<file path="config.mk">
export PLATFORM = sky130hd
export DESIGN_NAME = amstrad_dma_sequencer_flat
export DESIGN_NICKNAME = d
export VERILOG_FILES = /design/src/rtl/amstrad_dma_pkg.sv /design/src/rtl/amstrad_dma_if.sv /design/src/rtl/amstrad_dma_channel.sv /design/src/rtl/amstrad_dma_sequencer.sv /design/src/flat_wrapper.sv
export SDC_FILE = /design/constraint.sdc
export NUM_CORES = 1
export LEC_CHECK = 0
export BUFFER_PORTS_ARGS = -buffer_cell sky130_fd_sc_hd__buf_2
export CAP_MARGIN = 20
export CELL_PAD_IN_SITES_DETAIL_PLACEMENT = 1
export CELL_PAD_IN_SITES_GLOBAL_PLACEMENT = 2
export CORE_ASPECT_RATIO = 0.7
export CORE_UTILIZATION = 37
export CTS_CLUSTER_SIZE = 30
export DETAILED_ROUTE_END_ITERATION = 8
export GPL_TIMING_DRIVEN = 1
export PLACE_DENSITY = 0.83
export REMOVE_ABC_BUFFERS = 1
export SLEW_MARGIN = 10
export SYNTH_ARGS = -nofsm -noshare
export SYNTH_HDL_FRONTEND = slang
export SYNTH_SLANG_ARGS = --single-unit
</file>
<file path="constraint.sdc">
create_clock -name clk -period 3.28 [get_ports clk]
set_input_delay 0.164 -clock clk [delete_from_list [all_inputs] [get_ports clk]]
set_output_delay 0.164 -clock clk [all_outputs]
set_load 0.01 [all_outputs]
</file>
<file path="src/rtl/amstrad_dma_pkg.sv">
// amstrad_dma_pkg
// Shared definitions for the line-synchronous sound DMA sequencer:
// instruction opcodes, CONTROL instruction bit positions, CPU register
// select codes and the sequencer FSM state encoding.
package amstrad_dma_pkg;

    // Instruction opcodes, decoded from bits [15:12] of the instruction word
    localparam logic [3:0] OP_LOAD    = 4'h0;
    localparam logic [3:0] OP_PAUSE   = 4'h1;
    localparam logic [3:0] OP_REPEAT  = 4'h2;
    localparam logic [3:0] OP_CONTROL = 4'h4;

    // CONTROL instruction flag positions
    localparam int CTL_LOOP_BIT = 0;
    localparam int CTL_INT_BIT  = 4;
    localparam int CTL_STOP_BIT = 5;

    // CPU register select codes
    localparam logic [1:0] SEL_PTR    = 2'd0;
    localparam logic [1:0] SEL_PRESC  = 2'd1;
    localparam logic [1:0] SEL_CTRL   = 2'd2;
    localparam logic [1:0] SEL_STATUS = 2'd3;

    typedef enum logic [2:0] {
        ST_IDLE,
        ST_SCAN,
        ST_FETCH,
        ST_EXEC,
        ST_PSG_WR
    } state_e;

endpackage

</file>
<file path="src/rtl/amstrad_dma_if.sv">
// amstrad_dma_if
// Bus bundle between the DMA sequencer and its neighbours.
//   mem_req/mem_addr/mem_ack/mem_rdata : word read port towards the RAM arbiter
//   psg_we/psg_reg/psg_data/psg_ready  : register write port towards the PSG
// master : the sequencer side (drives requests)
// slave  : the memory / PSG side (drives acknowledges and read data)
interface amstrad_dma_if #(
    parameter int ADDR_W = 16
);
    logic              mem_req;
    logic [ADDR_W-1:0] mem_addr;
    logic              mem_ack;
    logic [15:0]       mem_rdata;
    logic              psg_we;
    logic [3:0]        psg_reg;
    logic [7:0]        psg_data;
    logic              psg_ready;

    modport master (
        output mem_req, mem_addr, psg_we, psg_reg, psg_data,
        input  mem_ack, mem_rdata, psg_ready
    );

    modport slave (
        input  mem_req, mem_addr, psg_we, psg_reg, psg_data,
        output mem_ack, mem_rdata, psg_ready
    );
endinterface

</file>
<file path="src/rtl/amstrad_dma_channel.sv">
// amstrad_dma_channel
// State of one DMA channel: instruction pointer, prescaler, pause and loop
// counters, loop return address, enable and sticky interrupt flag.
// Ports:
//   clk, reset      : clock, synchronous active-high reset
//   cfg_we/sel/wdata: CPU register write already addressed to this channel
//   irq_clr         : status write clearing this channel's irq
//   fetch_done      : sequencer fetched an instruction for this channel
//   fetch_next_ptr  : pointer value after that fetch
//   exec_instr/instr: sequencer executes instr for this channel
//   pause_step      : sequencer spends this channel's slot on a pause step
//   ptr, en, pausing, irq : channel status towards the sequencer
module amstrad_dma_channel
    import amstrad_dma_pkg::*;
#(
    parameter int ADDR_W = 16
) (
    input  logic              clk,
    input  logic              reset,
    input  logic              cfg_we,
    input  logic [1:0]        cfg_sel,
    input  logic [15:0]       cfg_wdata,
    input  logic              irq_clr,
    input  logic              fetch_done,
    input  logic [ADDR_W-1:0] fetch_next_ptr,
    input  logic              exec_instr,
    input  logic [15:0]       instr,
    input  logic              pause_step,
    output logic [ADDR_W-1:0] ptr,
    output logic              en,
    output logic              pausing,
    output logic              irq
);

    logic [ADDR_W-1:0] ptr_q, ptr_d;
    logic [ADDR_W-1:0] loop_addr_q, loop_addr_d;
    logic [7:0]        prescale_q, prescale_d;
    logic [7:0]        presc_cnt_q, presc_cnt_d;
    logic [11:0]       pause_cnt_q, pause_cnt_d;
    logic [11:0]       loop_cnt_q, loop_cnt_d;
    logic              en_q, en_d;
    logic              irq_q, irq_d;
    logic              irq_set;

    always_comb begin
        ptr_d       = ptr_q;
        loop_addr_d = loop_addr_q;
        prescale_d  = prescale_q;
        presc_cnt_d = presc_cnt_q;
        pause_cnt_d = pause_cnt_q;
        loop_cnt_d  = loop_cnt_q;
        en_d        = en_q;
        irq_set     = 1'b0;

        if (fetch_done) begin
            ptr_d = fetch_next_ptr;
        end

        if (pause_step) begin
            if (presc_cnt_q == 8'd0) begin
                presc_cnt_d = prescale_q;
                pause_cnt_d = pause_cnt_q - 12'd1;
            end else begin
                presc_cnt_d = presc_cnt_q - 8'd1;
            end
        end

        if (exec_instr) begin
            case (instr[15:12])
                OP_PAUSE: pause_cnt_d = instr[11:0];
                OP_REPEAT: begin
                    // ptr already points past the REPEAT word here
                    loop_cnt_d  = instr[11:0];
                    loop_addr_d = ptr_q;
                end
                OP_CONTROL: begin
                    if (instr[CTL_LOOP_BIT] && (loop_cnt_q != 12'd0)) begin
                        loop_cnt_d = loop_cnt_q - 12'd1;
                        ptr_d      = loop_addr_q;
                    end
                    if (instr[CTL_INT_BIT]) begin
                        irq_set = 1'b1;
                    end
                    if (instr[CTL_STOP_BIT]) begin
                        en_d = 1'b0;
                    end
                end
                default: ;
            endcase
        end

        // CPU writes land after sequencer updates so they take effect immediately
        if (cfg_we) begin
            case (cfg_sel)
                SEL_PTR: begin
                    ptr_d       = ADDR_W'(cfg_wdata) & ~ADDR_W'(1);
                    loop_cnt_d  = 12'd0;
                    pause_cnt_d = 12'd0;
                end
                SEL_PRESC: begin
                    prescale_d  = cfg_wdata[7:0];
                    presc_cnt_d = cfg_wdata[7:0];
                end
                SEL_CTRL: en_d = cfg_wdata[0];
                default: ;
            endcase
        end

        // an INT in the same cycle as a status clear keeps the flag set
        irq_d = (irq_q & ~irq_clr) | irq_set;
    end

    always_ff @(posedge clk) begin
        if (reset) begin
            ptr_q       <= '0;
            loop_addr_q <= '0;
            prescale_q  <= '0;
            presc_cnt_q <= '0;
            pause_cnt_q <= '0;
            loop_cnt_q  <= '0;
            en_q        <= 1'b0;
            irq_q       <= 1'b0;
        end else begin
            ptr_q       <= ptr_d;
            loop_addr_q <= loop_addr_d;
            prescale_q  <= prescale_d;
            presc_cnt_q <= presc_cnt_d;
            pause_cnt_q <= pause_cnt_d;
            loop_cnt_q  <= loop_cnt_d;
            en_q        <= en_d;
            irq_q       <= irq_d;
        end
    end

    assign ptr     = ptr_q;
    assign en      = en_q;
    assign pausing = (pause_cnt_q != 12'd0);
    assign irq     = irq_q;

endmodule

</file>
<file path="src/rtl/amstrad_dma_sequencer.sv">
// amstrad_dma_sequencer
// Line-synchronous sound DMA sequencer. On every line_tick it walks the
// channels in order and gives each enabled channel one service slot: either
// one pause step or one fetched-and-executed instruction.
// Ports:
//   clk, reset          : clock, synchronous active-high reset
//   line_tick           : one pulse per scan line
//   reg_we/ch/sel/wdata : CPU register write port
//   bus (master)        : RAM word read port and PSG register write port
//   irq                 : per-channel sticky interrupt flags
//   overrun             : sticky, a tick arrived while one was already pending
//   busy                : sequencer is servicing channels
module amstrad_dma_sequencer
    import amstrad_dma_pkg::*;
#(
    parameter int CHANNELS = 3,
    parameter int ADDR_W   = 16,
    parameter int CW       = (CHANNELS > 1) ? $clog2(CHANNELS) : 1
) (
    input  logic                clk,
    input  logic                reset,
    input  logic                line_tick,
    input  logic                reg_we,
    input  logic [CW-1:0]       reg_ch,
    input  logic [1:0]          reg_sel,
    input  logic [15:0]         reg_wdata,
    amstrad_dma_if.master       bus,
    output logic [CHANNELS-1:0] irq,
    output logic                overrun,
    output logic                busy
);

    state_e            state_q, state_d;
    logic [CW-1:0]     ch_q, ch_d;
    logic              pause_slot_q, pause_slot_d;
    logic [15:0]       instr_q, instr_d;
    logic              mem_req_q, mem_req_d;
    logic [ADDR_W-1:0] mem_addr_q, mem_addr_d;
    logic              psg_we_q, psg_we_d;
    logic [3:0]        psg_reg_q, psg_reg_d;
    logic [7:0]        psg_data_q, psg_data_d;
    logic              pending_q, pending_d;
    logic              overrun_q, overrun_d;

    logic              fetch_done;
    logic              exec_instr;
    logic              pause_step;
    logic              advance;
    logic              status_we;

    logic [ADDR_W-1:0] ch_ptr [CHANNELS];
    logic [CHANNELS-1:0] ch_en;
    logic [CHANNELS-1:0] ch_pausing;

    assign status_we = reg_we && (reg_sel == SEL_STATUS);

    for (genvar g = 0; g < CHANNELS; g++) begin : g_ch
        amstrad_dma_channel #(
            .ADDR_W(ADDR_W)
        ) u_ch (
            .clk           (clk),
            .reset         (reset),
            .cfg_we        (reg_we && (reg_ch == CW'(g))),
            .cfg_sel       (reg_sel),
            .cfg_wdata     (reg_wdata),
            .irq_clr       (status_we && reg_wdata[g]),
            .fetch_done    (fetch_done && (ch_q == CW'(g))),
            .fetch_next_ptr(mem_addr_q + ADDR_W'(2)),
            .exec_instr    (exec_instr && (ch_q == CW'(g))),
            .instr         (instr_q),
            .pause_step    (pause_step && (ch_q == CW'(g))),
            .ptr           (ch_ptr[g]),
            .en            (ch_en[g]),
            .pausing       (ch_pausing[g]),
            .irq           (irq[g])
        );
    end

    always_comb begin
        state_d      = state_q;
        ch_d         = ch_q;
        pause_slot_d = pause_slot_q;
        instr_d      = instr_q;
        mem_req_d    = mem_req_q;
        mem_addr_d   = mem_addr_q;
        psg_we_d     = psg_we_q;
        psg_reg_d    = psg_reg_q;
        psg_data_d   = psg_data_q;
        pending_d    = pending_q;
        overrun_d    = overrun_q;
        fetch_done   = 1'b0;
        exec_instr   = 1'b0;
        pause_step   = 1'b0;
        advance      = 1'b0;

        case (state_q)
            ST_IDLE: begin
                if (line_tick || pending_q) begin
                    state_d   = ST_SCAN;
                    ch_d      = '0;
                    pending_d = 1'b0;
                end
            end
            ST_SCAN: begin
                if (ch_en[ch_q]) begin
                    // the slot kind is fixed here; later writes cannot split it
                    pause_slot_d = ch_pausing[ch_q];
                    state_d      = ch_pausing[ch_q] ? ST_EXEC : ST_FETCH;
                end else begin
                    advance = 1'b1;
                end
            end
            ST_FETCH: begin
                if (!mem_req_q) begin
                    // address is latched so pointer writes cannot disturb the request
                    mem_req_d  = 1'b1;
                    mem_addr_d = ch_ptr[ch_q];
                end else if (bus.mem_ack) begin
                    mem_req_d  = 1'b0;
                    instr_d    = bus.mem_rdata;
                    fetch_done = 1'b1;
                    state_d    = ST_EXEC;
                end
            end
            ST_EXEC: begin
                if (pause_slot_q) begin
                    pause_step = 1'b1;
                    advance    = 1'b1;
                end else begin
                    exec_instr = 1'b1;
                    if (instr_q[15:12] == OP_LOAD) begin
                        psg_we_d   = 1'b1;
                        psg_reg_d  = instr_q[11:8];
                        psg_data_d = instr_q[7:0];
                        state_d    = ST_PSG_WR;
                    end else begin
                        advance = 1'b1;
                    end
                end
            end
            ST_PSG_WR: begin
                if (bus.psg_ready) begin
                    psg_we_d = 1'b0;
                    advance  = 1'b1;
                end
            end
            default: state_d = ST_IDLE;
        endcase

        if (advance) begin
            if (ch_q == CW'(CHANNELS - 1)) begin
                state_d = ST_IDLE;
            end else begin
                ch_d    = ch_q + CW'(1);
                state_d = ST_SCAN;
            end
        end

        if (status_we && reg_wdata[15]) begin
            overrun_d = 1'b0;
        end

        // one tick of slack is remembered; a second one while pending is lost
        if (line_tick && (state_q != ST_IDLE)) begin
            if (pending_q) begin
                overrun_d = 1'b1;
            end else begin
                pending_d = 1'b1;
            end
        end
    end

    always_ff @(posedge clk) begin
        if (reset) begin
            state_q      <= ST_IDLE;
            ch_q         <= '0;
            pause_slot_q <= 1'b0;
            instr_q      <= '0;
            mem_req_q    <= 1'b0;
            mem_addr_q   <= '0;
            psg_we_q     <= 1'b0;
            psg_reg_q    <= '0;
            psg_data_q   <= '0;
            pending_q    <= 1'b0;
            overrun_q    <= 1'b0;
        end else begin
            state_q      <= state_d;
            ch_q         <= ch_d;
            pause_slot_q <= pause_slot_d;
            instr_q      <= instr_d;
            mem_req_q    <= mem_req_d;
            mem_addr_q   <= mem_addr_d;
            psg_we_q     <= psg_we_d;
            psg_reg_q    <= psg_reg_d;
            psg_data_q   <= psg_data_d;
            pending_q    <= pending_d;
            overrun_q    <= overrun_d;
        end
    end

    assign bus.mem_req  = mem_req_q;
    assign bus.mem_addr = mem_addr_q;
    assign bus.psg_we   = psg_we_q;
    assign bus.psg_reg  = psg_reg_q;
    assign bus.psg_data = psg_data_q;
    assign overrun      = overrun_q;
    assign busy         = (state_q != ST_IDLE);

endmodule

</file>
<file path="src/flat_wrapper.sv">
// flat-port wrapper written by rule: the top's interface ports become plain ports
module amstrad_dma_sequencer_flat import amstrad_dma_pkg::*;
#(
    parameter int CHANNELS = 3,
    parameter int ADDR_W   = 16,
    parameter int CW       = (CHANNELS > 1) ? $clog2(CHANNELS) : 1
)
  (clk, reset, line_tick, reg_we, reg_ch, reg_sel, reg_wdata, irq, overrun, busy, bus_mem_req, bus_mem_addr, bus_psg_we, bus_psg_reg, bus_psg_data, bus_mem_ack, bus_mem_rdata, bus_psg_ready);
  amstrad_dma_if #(.ADDR_W(ADDR_W)) bus_i ();
  input  logic clk;
  input  logic reset;
  input  logic line_tick;
  input  logic reg_we;
  input  logic [CW-1:0] reg_ch;
  input  logic [1:0] reg_sel;
  input  logic [15:0] reg_wdata;
  output logic [CHANNELS-1:0] irq;
  output logic overrun;
  output logic busy;
  output wire logic [$bits(bus_i.mem_req)-1:0] bus_mem_req;
  output wire logic [$bits(bus_i.mem_addr)-1:0] bus_mem_addr;
  output wire logic [$bits(bus_i.psg_we)-1:0] bus_psg_we;
  output wire logic [$bits(bus_i.psg_reg)-1:0] bus_psg_reg;
  output wire logic [$bits(bus_i.psg_data)-1:0] bus_psg_data;
  input wire logic [$bits(bus_i.mem_ack)-1:0] bus_mem_ack;
  input wire logic [$bits(bus_i.mem_rdata)-1:0] bus_mem_rdata;
  input wire logic [$bits(bus_i.psg_ready)-1:0] bus_psg_ready;
  assign bus_mem_req = bus_i.mem_req;
  assign bus_mem_addr = bus_i.mem_addr;
  assign bus_psg_we = bus_i.psg_we;
  assign bus_psg_reg = bus_i.psg_reg;
  assign bus_psg_data = bus_i.psg_data;
  assign bus_i.mem_ack = bus_mem_ack;
  assign bus_i.mem_rdata = bus_mem_rdata;
  assign bus_i.psg_ready = bus_psg_ready;
  amstrad_dma_sequencer #(.CHANNELS(CHANNELS), .ADDR_W(ADDR_W), .CW(CW)) u_core (.clk(clk), .reset(reset), .line_tick(line_tick), .reg_we(reg_we), .reg_ch(reg_ch), .reg_sel(reg_sel), .reg_wdata(reg_wdata), .bus(bus_i), .irq(irq), .overrun(overrun), .busy(busy));
endmodule
</file>
# == Yosys cells after proc, flatten, opt, wreduce, memory -nomap -nowiden ==
# Cells that the tools add are included.
# word_totals
reg_bits,276
latchBits,0
ramBits,0
rom_bits,0
in_bits,42
mem_count,0
# op_classes
addsub,11
multipliers,0
n_div,0
magnitude_cmp,2
eq_ne,24
n_shift,0
muxes,129
bitwise,12
reduce_logical,50
# op_table
op,n
2-to-1 mux 12 bit,30
2-to-1 mux 16 bit,20
2-to-1 mux 8 bit,12
one-hot mux 12 bit (2 select lines),3
nonzero test 12 bit,6
subtractor 12 x 1 -> 12 bit (second input constant),6
2-to-1 mux 1 bit,47
binary-select mux 16 bit (select 2 bit),1
logical NOT 8 bit,3
subtractor 8 x 1 -> 8 bit (second input constant),3
logical AND 1 bit,21
2-to-1 mux 3 bit,7
adder 16 x 2 -> 16 bit (second input constant),1
AND reduction 2 bit,8
one-hot mux 3 bit (5 select lines),1
!= test 3 x 1 -> 1 bit (second input constant),4
equality test 2 bit (second input constant),4
2-to-1 mux 2 bit,4
AND reduction 7 bit,1
equality test 2 x 1 -> 1 bit (second input constant),3
equality test 3 x 2 -> 1 bit (second input constant),2
logical NOT 2 bit,3
AND reduction 3 bit,2
inverter 1 bit,5
24 further kinds,31

# == Longest topological paths before layout ==
# Gate-level depths: netlist of run 1.
# logic_depth
word_depth,10
mapped_depth,9

# == By module ==
# From an unflattened synthesis of run 1, not the netlist that was laid out.
# unflattened
hier_cells,1720
area_unflattened_um2,14069.7
# modules_own_cells
module,instances,cells_per_inst,area_each_um2
amstrad_dma_channel at u_core.g_ch[1].u_ch ...,2,467,3783.6
amstrad_dma_channel at u_core.g_ch[0].u_ch,1,443,3719.8
amstrad_dma_sequencer,1,343,2782.7

# == Worst setup path before layout of run 1 ==
# No wires, ideal clock.
# synth_path
path_kind,flip-flop to flip-flop
from,register u_core.g_ch[1].u_ch.loop_cnt_q[1]
to,register u_core.g_ch[1].u_ch.ptr_q[10]
arrival_ns,2.348
t_required_ns,3.206
setup_slack_ns,0.858
path_stages_with_launch,10
path_buffers,2
synth_period_minus_slack_ns,2.422
path_cell_list,dfxtp_1 -> inv_1 -> ha_1 -> or4b_4 -> or4_4 -> buf_6 -> and4_4 -> buf_6 -> a2111o_1 -> a31oi_1
# synth_between
elab_chain_cells,7
# synth_lines
item,line,text
start: declaration,amstrad_dma_channel.sv:40,"logic [11:0] loop_cnt_q, loop_cnt_d;"
start signal: assignment,amstrad_dma_channel.sv:129,loop_cnt_q <= loop_cnt_d;
nonzero test 12 bit (*),amstrad_dma_channel.sv:77,if (instr[CTL_LOOP_BIT] && (loop_cnt_q != 12'd0)) begin
logical AND 1 bit (*),amstrad_dma_channel.sv:77,
2-to-1 mux 16 bit (*),amstrad_dma_channel.sv:77,
2-to-1 mux 16 bit (*),amstrad_dma_channel.sv:69,case (instr[15:12])
2-to-1 mux 16 bit (*),amstrad_dma_channel.sv:68,if (exec_instr) begin
2-to-1 mux 16 bit,amstrad_dma_channel.sv:94,case (cfg_sel)
2-to-1 mux 16 bit (*),amstrad_dma_channel.sv:93,if (cfg_we) begin
end signal: assignment,amstrad_dma_channel.sv:124,ptr_q <= ptr_d;
end: declaration,amstrad_dma_channel.sv:35,"logic [ADDR_W-1:0] ptr_q, ptr_d;"
# Every way passes the cells marked *; elsewhere a longest branch is shown, timed or not.
# A chain may end at the register's enable or synchronous reset.

# == Worst setup path after layout of run 1 ==
# layout_path
from,register u_core.state_q[1]
to,register u_core.g_ch[0].u_ch.ptr_q[2]
# layout_between
elab_chain_cells,9
word_cells_on_any_way,12
# layout_lines
item,line,text
start: declaration,amstrad_dma_sequencer.sv:33,"state_e state_q, state_d;"
start signal: assignment,amstrad_dma_sequencer.sv:187,state_q <= state_d;
equality test 3 x 2 -> 1 bit,amstrad_dma_sequencer.sv:96,case (state_q)
2-to-1 mux 1 bit,amstrad_dma_sequencer.sv:96,
logical AND 1 bit,amstrad_dma_sequencer.sv:67,".fetch_done (fetch_done && (ch_q == CW'(g))),"
2-to-1 mux 16 bit,amstrad_dma_channel.sv:55,if (fetch_done) begin
2-to-1 mux 16 bit,amstrad_dma_channel.sv:77,
2-to-1 mux 16 bit,amstrad_dma_channel.sv:69,
2-to-1 mux 16 bit (*),amstrad_dma_channel.sv:68,
2-to-1 mux 16 bit,amstrad_dma_channel.sv:94,
2-to-1 mux 16 bit (*),amstrad_dma_channel.sv:93,
end signal: assignment,amstrad_dma_channel.sv:124,
end: declaration,amstrad_dma_channel.sv:35,
# Marks and branches as above.

==> key figures, run 1 <==
Yosys
  – Avg Cell Area, Syn: 7.80 sq um
  – Mux cell area share after synthesis: 3.61%
  – Sequential area share after synthesis: 39.0%
  – Yosys top cell area share: 39.0%
  – Post-synth ARST share: 0%
  – Distinct cells, synth: 76
  – Yosys reg bits: 276
  – Synth Instances: 1818
  – Simple-gate share of the synthesized area: 25.4%
  – Synth cell count leaders: 317 x nand2_1, 276 x dfxtp_1, 182 x nor2_1
  – Compound-Gate Fraction of Synth Area: 23.3%
  – Count leader, synth: nand2_1
  – Number of enable flip-flop cells after synthesis: 0
  – Xor and xnor area share after synthesis: 2.90%
  – Dominant synthesized flop cell: dfxtp_1
  – Largest family of logic cells by synthesized area: simple AND/OR/NAND/NOR gates
  – Largest cells by area after synthesis: dfxtp_1 39%, nand2_1 8.4%, a21oi_1 5.9%
  – Post-Syn Area: 0.0142 sq mm
  – Yosys warns: 0
  – Synth Area in Adders: 1.32%
  – Largest area contributor in the netlist: dfxtp_1

Setup path
  – WS Path Type: flip-flop to flip-flop
  – Worst flop-to-flop path startpoint: u_core.state_q[1]
  – Slowest library cell on the worst path: nand4_1
  – CP Launch Type: flip-flop
  – Crit Path Max Fanout: 15
  – WP data required: 3.77 ns
  – R2R Setup Slk: 0.46 ns
  – Worst path cell trace: nand3b_1 > nor2_1 > nand4_1 > and3_1 > o32ai_1
  – Worst path arrival time: 3.30 ns
  – R2r worst-path depth: 5
  – R2r endpoint: u_core.g_ch[0].u_ch.ptr[2]
  – Nature of the critical path endpoint: flip-flop
  – Slowest stage delay, CP: 0.67 ns

Worst hold path
  – HP Class: input pin to flip-flop
  – Hold Path Depth: 4
  – Hold path start: reg_ch[0]
  – Hold Crit Endpoint: u_core.g_ch[2].u_ch.en

Clock tree
  – Cts-stage hold buffer count: 36
  – Clk_lat worst skew: 0.59 ns
  – Number of buffers added for setup after CTS: 0
  – Clock tree root buffer cell: clkbuf_16
  – Clock-pin slew on the worst setup and hold paths: 0.06 ns
  – CTS resizes: 0
  – Number of buffers created by CTS: 31
  – Clock Path Buffers: 3
  – TritonCTS Sinks: 276
  – TritonCTS clock tree: built
  – CTS H-tree lvls: 1

STA
  – Tcrit/Tclk final: 85.8%
  – Skew final: 0.0148 ns
  – Max transition margin: 30.1%
  – Fin crit period: 2.82 ns
  – Pins over their slew limit: 0
  – Unrepaired setup endpoints after global routing: no
  – Measured slew at the worst slew-check pin: 1.04 ns
  – Final Hold Fails: 0
  – Max Freq: 355 MHz
  – Setup TNS Final: 0 ns
  – # setup viols final: 0

Detailed routing
  – Detailed router's first-iteration violation count: 1307
  – Via/cell ratio: 6.06
  – Avg WL per Cell: 22.6 microns
  – ANT nets after route: 0
  – Routed WL: 54200 microns
  – Residual DRC: 0
  – DR vias: 14527
  – Pre-antenna DRT Iters: 6

Global route
  – Total GRT Usage: 27.3%
  – Largest net degree at the start of global routing: 93
  – Vias in the first global route: 14167
  – Antenna violations before repair: 3
  – First-pass GRT wire length: 84600 microns
  – GR Overflow Total: 0

Power and ir drop
  – Net Switching: 2.01 mW
  – PD cells: 476 mW/mm^2
  – Gate power share: 8.3%
  – P_int: 5.84 mW
  – Clock power share: 47.8%
  – LEAKAGE: 5.74 nW
  – Flop pwr share: 43.9%
  – Worst IR Drop VDD: 0.370 mV
  – Net Sw Frac: 25.6%

Floorplan
  – Die Ht: 166 microns
  – DIE WIDTH: 236 microns
  – Initial core utilization: 37.9%
  – Die Footprint: 0.0391 sq mm
  – Site Rows: 59
  – Core area: 0.0374 sq mm
  – Num ports: 77

Placement
  – Routability congestion estimate: 0.872
  – Placed Cells: 2305
  – IO buf count: 76
  – Post-DP HPWL: 37700 microns

Finish
  – N_diodes: 0
  – Share of layout cells above drive strength 1: 11.3%
  – Nets@finish: 1943
  – Area delta synth->final: 16.5%
  – Non-Filler Instances: 2397

Run
  – Max_cap viols: 0

Run status
  – Status: complete, no violations
-- worst max-delay path by stage --
stage / from / endpoint / slack, ns / cells past startpoint
after floorplan: u_core.instr_q[14] / u_core.g_ch[0].u_ch.ptr[2] / 0.002 / 4
after global placement: u_core.bus.mem_addr[1] / u_core.g_ch[0].u_ch.ptr[15] / 0.62 / 6
after detailed placement: u_core.g_ch[0].u_ch.loop_cnt_q[2] / u_core.g_ch[0].u_ch.ptr[3] / 0.61 / 5
after CTS: u_core.state_q[1] / u_core.g_ch[0].u_ch.ptr[2] / 0.59 / 5
after global routing: u_core.g_ch[0].u_ch.loop_cnt_q[2] / u_core.g_ch[0].u_ch.ptr[5] / 0.36 / 6
final: u_core.state_q[1] / u_core.g_ch[0].u_ch.ptr[2] / 0.46 / 5
-- routing by layer --
metal	global-route usage, %	vias to the layer above	part of all wire (%)
met4	5.77	0	1.8
met1	41.0	7302	49
met2	40.1	407	42
met5	0	-	0
met3	5.15	61	6.8
li1	-	6757	-
-- cell type report --
type                            instances  area, sq um
Fill cell                            4486        20900
Inverter                               32          120
Multi-Input combinational cell       1383         8050
Clock buffer                           46          922
Timing Repair Buffer                  162         1120
Sequential cell                       276         5530
Clock inverter                         10          160
Tap cell                              488          611
-- layout by cell type (no fill, tap or decap), types with 12 or more instances in the layout --
cell and n:
nand3_1 65, xnor2_1 12, ha_1 15, nor3_1 39
buf_4 50, xor2_1 35, a211oi_1 37, and3_1 12
nor4_1 16, o21ai_0 69, o221ai_1 34, dlygate4sd3_1 36
or3_1 15, o211ai_1 31, a31oi_1 17, nand4_1 24
a311oi_1 18, clkbuf_16 31, dfxtp_1 275, o22ai_1 17
nor2_1 177, nand2_1 317, inv_1 32, a22oi_1 21
mux2i_1 41, a211o_1 17, buf_2 75, a21oi_1 166
-- power by group through the flow --
stage / combinational [mW] / sequential (mW) / clock [mW]
global route: 0.696 / 3.45 / 3.97
global placement: 0.594 / 3.51 / 0
finish: 0.652 / 3.44 / 3.76
CTS: 0.640 / 3.44 / 3.82
detailed placement: 0.604 / 3.52 / 0
floorplan: 0.264 / 3.54 / 0
-- stage by stage --
stage               area [sq um]  power [mW]  util [%]  hold WS, ns  setup WS, ns
finish                     16500        7.85      44.1       0.0192         0.465
global route               16500        8.11      44.1       0.0554         0.359
CTS                        16500        7.90      44.1     0.000372         0.593
global placement           15100        4.11      40.3        0.408         0.624
detailed placement         15100        4.12      40.3        0.415         0.607
floorplan                  13700        3.80         -        0.233       0.00175
-- critical path, delay by kind of cell (launching register included) --
family / cells / cell delay (ns)
simple gates: 4 / 1.88
flops: 1 / 0.59
compound gates: 1 / 0.25
-- cell families (layout without fill, tap and decap cells) --
group           after synthesis  after routing
compound gates              503            503
xor+xnor                     47             47
fa+ha+maj                    15             15
buf+inv                     159            250
flops                       276            276
mux                          50             50
simple gates                768            768
(Power assumes the default switching activity.)
==> run 2, diff against run 1 <==
--- a/config.mk
+++ b/config.mk
@@ -10,11 +10,12 @@
 export CELL_PAD_IN_SITES_DETAIL_PLACEMENT = 1
 export CELL_PAD_IN_SITES_GLOBAL_PLACEMENT = 2
 export CORE_ASPECT_RATIO = 0.7
-export CORE_UTILIZATION = 37
+export CORE_UTILIZATION = 38
+export CTS_BUF_LIST = sky130_fd_sc_hd__clkbuf_2
 export CTS_CLUSTER_SIZE = 30
 export DETAILED_ROUTE_END_ITERATION = 8
 export GPL_TIMING_DRIVEN = 1
-export PLACE_DENSITY = 0.83
+export PLACE_DENSITY = 0.85
 export REMOVE_ABC_BUFFERS = 1
 export SLEW_MARGIN = 10
 export SYNTH_ARGS = -nofsm -noshare
==> run 2 against run 1 <==
Cell area rose by 2.5%; clock power fell by 31%; setup slack got worse by 0.34 ns; core utilization rose by 2.5 points; via count rose by 6.1%; worst hold slack improved by 0.074 ns; maximum frequency fell by 11%; sequential cell count did not move; largest cell class unchanged; largest power group is now sequential cells.
==> key figures, run 2 (synthesis gave the netlist of run 1 again) <==
Detailed routing
  – Routed WL: 57900 microns (+6.8%)
  – Avg WL per Cell: 22.7 microns (+0.38%)
  – Residual DRC: 0 (unchanged)
  – Detailed router's first-iteration violation count: 1263 (-3.4%)
  – DR vias: 15411 (+6.1%)
  – Via/cell ratio: 6.04 (-0.28%)
  – ANT nets after route: 0 (unchanged)
  – Pre-antenna DRT Iters: 5 (-1)

Setup path
  – Worst path arrival time: 4.15 ns (+0.85 ns)
  – Nature of the critical path endpoint: flip-flop
  – Crit Path Max Fanout: 10 (-5)
  – R2R Setup Slk: 0.12 ns (-0.34 ns)
  – WP data required: 4.27 ns (+0.50 ns)
  – CP Launch Type: flip-flop
  – WS Path Type: flip-flop to flip-flop

Finish
  – Most common cell after layout, fill and taps aside: nand2_1
  – Area delta synth->final: 19.4%
  – Share of layout cells above drive strength 1: 14.1% (+2.8 points)
  – Nets@finish: 2070 (+6.5%)
  – Most frequent cells in the layout: 317 x nand2_1, 275 x dfxtp_1, 176 x nor2_1, 166 x a21oi_1, 112 x dlygate4sd3_1

Power and ir drop
  – Gate power share: 10.6% (+2.3 points)
  – Flop pwr share: 51.0% (+7.1 points)
  – PD cells: 398 mW/mm^2 (-16%)
  – Net Switching: 2.14 mW (+6.3%)
  – Worst IR Drop VDD: 0.203 mV (-45%)
  – P_int: 4.61 mW (-21%)
  – LEAKAGE: 6.09 nW (+6.1%)
  – Clock power share: 38.5% (-9.3 points)
  – Net Sw Frac: 31.7% (+6.1 points)

Global route
  – Antenna violations before repair: 5 (+2)
  – First-pass GRT wire length: 88900 microns (+5.0%)
  – Vias in the first global route: 15221 (+7.4%)
  – Total GRT Usage: 30.3% (+3.0 points)
  – Largest net degree at the start of global routing: 140 (+51%)
  – GR Overflow Total: 0 (unchanged)

STA
  – Final Hold Fails: 0 (unchanged)
  – Final Hold Slack: 0.0931 ns (+0.0738 ns)
  – Setup TNS Final: 0 ns (unchanged)
  – Unrepaired setup endpoints after global routing: no
  – Skew final: 0.144 ns (+0.129 ns)
  – Fin crit period: 3.16 ns (+0.342 ns)
  – Setup WS post-layout: 0.122 ns (-0.342 ns)
  – Measured slew at the worst slew-check pin: 0.999 ns (-0.0464 ns)
  – Pins over their slew limit: 0 (unchanged)
  – # setup viols final: 0 (unchanged)
  – Tcrit/Tclk final: 96.3% (+10 points)
  – Max transition margin: 32.6% (+2.5 points)
  – Max Freq: 317 MHz (-11%)

Clock tree
  – Clock-pin slew on the worst setup and hold paths: 0.12 ns (+0.06 ns)
  – TritonCTS Sinks: 276 (unchanged)
  – CTS H-tree lvls: 3 (+2)
  – TritonCTS clock tree: built
  – Clk_lat worst skew: 1.08 ns (+0.49 ns)
  – Clock tree root buffer cell: clkbuf_2
  – Clock Path Buffers: 3 (unchanged)
  – Number of buffers created by CTS: 75 (+140%)

Floorplan
  – Die Footprint: 0.0381 sq mm (-2.6%)
  – Die Ht: 164 microns (-1.3%)
  – Initial core utilization: 39.0% (+1.1 points)
  – Core area: 0.0364 sq mm (-2.9%)
  – DIE WIDTH: 233 microns (-1.3%)
  – Num ports: 77 (unchanged)
  – Site Rows: 58 (-1.7%)

Placement
  – Post-DP HPWL: 36800 microns (-2.2%)
  – IO buf count: 76 (unchanged)
  – Dpl ws: 0.543 ns (-0.0634 ns)
  – Routability congestion estimate: 0.877 (+0.55%)

Run
  – Max_cap viols: 0 (unchanged)

Run status
  – Status: complete, no violations

Worst hold path
  – HP Class: input pin to flip-flop
==> run 2: power by group through the flow <==
| stage | sequential [mW] | combinational (mW) | clock [mW] |
|---|---|---|---|
| 2_1_floorplan | 3.54 | 0.264 | 0 |
| 3_3_place_gp | 3.51 | 0.606 | 0 |
| 3_5_place_dp | 3.51 | 0.613 | 0 |
| 4_1_cts | 3.43 | 0.693 | 2.65 |
| 5_1_grt | 3.45 | 0.753 | 2.85 |
| 6_report | 3.44 | 0.712 | 2.59 |
==> run 2: routing by layer <==
metal,vias to the layer above,GRT usage [%],wire length [microns]
met3,100,6.39,4430
met4,0,11.0,1440
met2,614,44.2,24600
li1,7044,-,-
met5,-,0,0
met1,7653,43.5,27500
==> run 2: worst paths after layout <==
kind | end | depth (start not counted) | from
min reg2reg | u_core.g_ch[1].u_ch.loop_addr_q[14] | 2 | u_core.g_ch[1].u_ch.ptr[14]
max | u_core.g_ch[1].u_ch.ptr[10] | 8 | u_core.g_ch[1].u_ch.loop_cnt_q[1]
min | u_core.g_ch[2].u_ch.presc_cnt_q[2] | 4 | reg_wdata[2]
max reg2reg | u_core.g_ch[1].u_ch.ptr[10] | 8 | u_core.g_ch[1].u_ch.loop_cnt_q[1]
==> run 2: what timing repair did <==
item                       in CTS  in global routing
hold endpoints to repair      241                  0
hold buffers                  112                  0
setup endpoints to repair       0                  4
resized for setup               0                  3
setup buffers                   0                  4
==> run 2: stage by stage <==
step	area [sq um]	std cells	total power, mW	utilization (%)
2_1_floorplan	13700	1691	3.80	-
3_3_place_gp	15100	2299	4.11	41.5
3_5_place_dp	15100	2299	4.12	41.5
4_1_cts	16900	2538	6.78	46.4
5_1_grt	16900	2547	7.04	46.6
6_report	16900	2550	6.74	46.6
==> run 2: cell type report <==
class | instances | area, sq um
inverters | 32 | 120
diodes | 7 | 17.5
clock inverters | 16 | 90.1
flip-flops and latches | 276 | 5530
well taps | 480 | 601
clock buffers | 111 | 556
repair buffers | 244 | 1950
fillers | 4521 | 19400
multi-input cells | 1384 | 8070
==> run 2: critical path, cell delays in order (launching register included) <==
cell and delay (ns):
dfxtp_1 0.36, inv_1 0.10, ha_1 0.19, or4b_4 0.51, or4_4 0.56, and4_4 0.30
a2111o_1 0.36, a31oi_1 0.14, dlygate4sd3_1 0.57
==> run 3, diff against run 2 <==
==> constraint.sdc (replaced) <==
create_clock -name clk -period 3.58 [get_ports clk]
set_input_delay 0.179 -clock clk [delete_from_list [all_inputs] [get_ports clk]]
set_output_delay 0.179 -clock clk [all_outputs]
set_load 0.01 [all_outputs]
==> run 3 against run 2 <==
Global-route usage fell by 0.54 points; first-iteration DRC count rose by 17%; count of clock-buffer cells in the layout fell by 12; non-clock buffer count fell by 29; via count fell by 1.5%; critical path depth rose by 1; cell count fell by 1.7%; register-to-register slack improved by 0.63 ns; sequential power fell by 8.4%; critical endpoint is now u_core.g_ch[2].u_ch.prescale_q[6].
==> key figures, run 3 (synthesis gave the netlist of run 1 again) <==
Run status
  – Status: complete, no violations

Setup path
  – Critical path's most frequent cell: dlygate4sd3_1
  – Slowest stage delay, CP: 0.82 ns (+0.25 ns)
  – WP data required: 4.52 ns (+0.25 ns)
  – R2r worst-path depth: 5 (-3)
  – WS Path Type: input pin to flip-flop
  – Worst path arrival time: 3.85 ns (-0.30 ns)
  – Nature of the critical path endpoint: flip-flop
  – Worst path cell trace: dlygate4sd3_1 > buf_2 > nand2b_1 > dlygate4sd3_1 > nor2_1 > nand2_1 > dlygate4sd3_1 > a21oi_1 > dlygate4sd3_1
  – Slowest library cell on the worst path: nor2_1
  – Crit Path Max Fanout: 13 (+3)
  – CP Launch Type: input pin

STA
  – Max Freq: 343 MHz
  – Tcrit/Tclk final: 81.4%
  – Skew final: 0.103 ns (-0.0402 ns)
  – Pins over their slew limit: 0 (unchanged)
  – Setup WS post-layout: 0.667 ns (+0.545 ns)
  – Setup TNS Final: 0 ns (unchanged)
  – Max transition margin: 29.7% (-2.9 points)
  – # setup viols final: 0 (unchanged)
  – Final Hold Fails: 0 (unchanged)
  – Measured slew at the worst slew-check pin: 1.05 ns (+0.0523 ns)
  – Fin crit period: 2.91 ns
  – Unrepaired setup endpoints after global routing: no

Floorplan
  – Num ports: 77 (unchanged)
  – Initial core utilization: 39.0% (unchanged)
  – DIE WIDTH: 233 microns (unchanged)
  – Die Footprint: 0.0381 sq mm (unchanged)
  – Core area: 0.0364 sq mm (unchanged)
  – Site Rows: 58 (unchanged)
  – Die Ht: 164 microns (unchanged)

Clock tree
  – Number of buffers created by CTS: 73 (-2.7%)
  – TritonCTS clock tree: built
  – Clock Path Buffers: 3 (unchanged)
  – Clock tree root buffer cell: clkbuf_2
  – CTS H-tree lvls: 3 (unchanged)
  – Clk_lat worst skew: 1.03 ns (-0.05 ns)
  – TritonCTS Sinks: 276 (unchanged)
  – CTS resizes: 0 (unchanged)
  – Clock-pin slew on the worst setup and hold paths: 0.11 ns (about the same)

Placement
  – Post-DP HPWL: 36700 microns (-0.37%)
  – IO buf count: 76 (unchanged)
  – Dpl ws: 0.808 ns (+0.264 ns)
  – Routability congestion estimate: 0.869 (-0.91%)

Detailed routing
  – Routed WL: 56800 microns (-1.9%)
  – DR vias: 15181 (-1.5%)
  – Via/cell ratio: 6.06 (+0.24%)
  – ANT nets after route: 0 (unchanged)
  – Avg WL per Cell: 22.7 microns (-0.17%)
  – Pre-antenna DRT Iters: 5 (unchanged)
  – Detailed router's first-iteration violation count: 1477 (+17%)
  – Residual DRC: 0 (unchanged)

Finish
  – Area delta synth->final: 16.9%
  – Most frequent cells in the layout: 317 x nand2_1, 275 x dfxtp_1, 177 x nor2_1, 166 x a21oi_1, 99 x clkbuf_2
  – Share of layout cells above drive strength 1: 12.9% (-1.2 points)
  – Most common cell after layout, fill and taps aside: nand2_1
  – Nets@finish: 2038 (-1.5%)

Power and ir drop
  – Net Sw Frac: 32.0% (+0.28 points)
  – Gate power share: 10.4% (-0.2 points)
  – PD cells: 366 mW/mm^2 (-8.0%)
  – Clock power share: 37.7% (-0.8 points)
  – LEAKAGE: 5.92 nW (-2.7%)
  – P_int: 4.13 mW (-10%)
  – Flop pwr share: 51.8% (+0.8 points)
  – Worst IR Drop VDD: 0.204 mV (+0.42%)
  – Net Switching: 1.94 mW (-9.1%)

Worst hold path
  – HP Class: input pin to flip-flop
  – Hold Path Depth: 4 (unchanged)

Global route
  – GR Overflow Total: 0 (unchanged)
  – Vias in the first global route: 15093 (-0.84%)
  – Largest net degree at the start of global routing: 72 (-49%)
  – Total GRT Usage: 29.8% (-0.54 points)
  – First-pass GRT wire length: 87300 microns (-1.8%)
  – Antenna violations before repair: 3 (-2)

Run
  – Max_cap viols: 0 (unchanged)
==> run 3: final timing paths <==
| check | startpoint | end | slack [ns] |
|---|---|---|---|
| worst min-delay path | reg_wdata[7] | u_core.g_ch[1].u_ch.prescale_q[7] | 0.09 |
| worst max-delay path | reg_ch[0] | u_core.g_ch[2].u_ch.prescale_q[6] | 0.67 |
| worst max register to register | u_core.state_q[1] | u_core.g_ch[0].u_ch.ptr[2] | 0.75 |
| worst min register to register | u_core.g_ch[0].u_ch.prescale_q[2] | u_core.g_ch[0].u_ch.prescale_q[2] | 0.46 |
==> run 3: critical path, delay by kind of cell <==
family,cells,cell delay (ns)
buffers and inverters,5,2.49
AND/OR/NAND/NOR,3,1.07
AO/OA/AOI/OAI,1,0.11
==> run 3: timing repair <==
item | CTS | global route
setup buffers | 0 | 0
hold buffers | 98 | 0
endpoints found under the hold margin | 174 | 0
setup endpoints to repair | 0 | 0
==> run 3: power by group through the flow <==
stage               Sequential, mW  Combinational, mW  Clock (mW)
finish                        3.15              0.634        2.29
global route                  3.15              0.674        2.48
CTS                           3.15              0.617        2.33
detailed placement            3.22              0.548           0
global placement              3.21              0.537           0
floorplan                     3.24              0.242           0
==> run 3: layout make-up <==
class | instances | area, sq um
flip-flops and latches | 276 | 5530
clock inverters | 20 | 105
diodes | 1 | 2.50
clock buffers | 99 | 495
inverters | 32 | 120
repair buffers | 215 | 1680
multi-input cells | 1383 | 8050
well taps | 480 | 601
fillers | 4476 | 19800
==> run 3: routing by layer <==
layer	part of all wire (%)	GRT usage (%)	vias to the layer above
li1	-	-	6960
met1	48	42.3	7583
met2	43	44.1	506
met3	7.2	6.20	130
met4	2.5	10.4	2
met5	0.023	0	-
==> run 3: metrics by stage <==
step	hold slack (ns)	total power [mW]	util, %	cells	instance area (sq um)
floorplan	0.248	3.48	-	1691	13700
finish	0.0947	6.07	45.6	2506	16600
CTS	0.00491	6.09	45.6	2505	16600
global route	0.0501	6.31	45.6	2506	16600
global placement	0.420	3.75	41.2	2288	15000
detailed placement	0.430	3.77	41.2	2288	15000
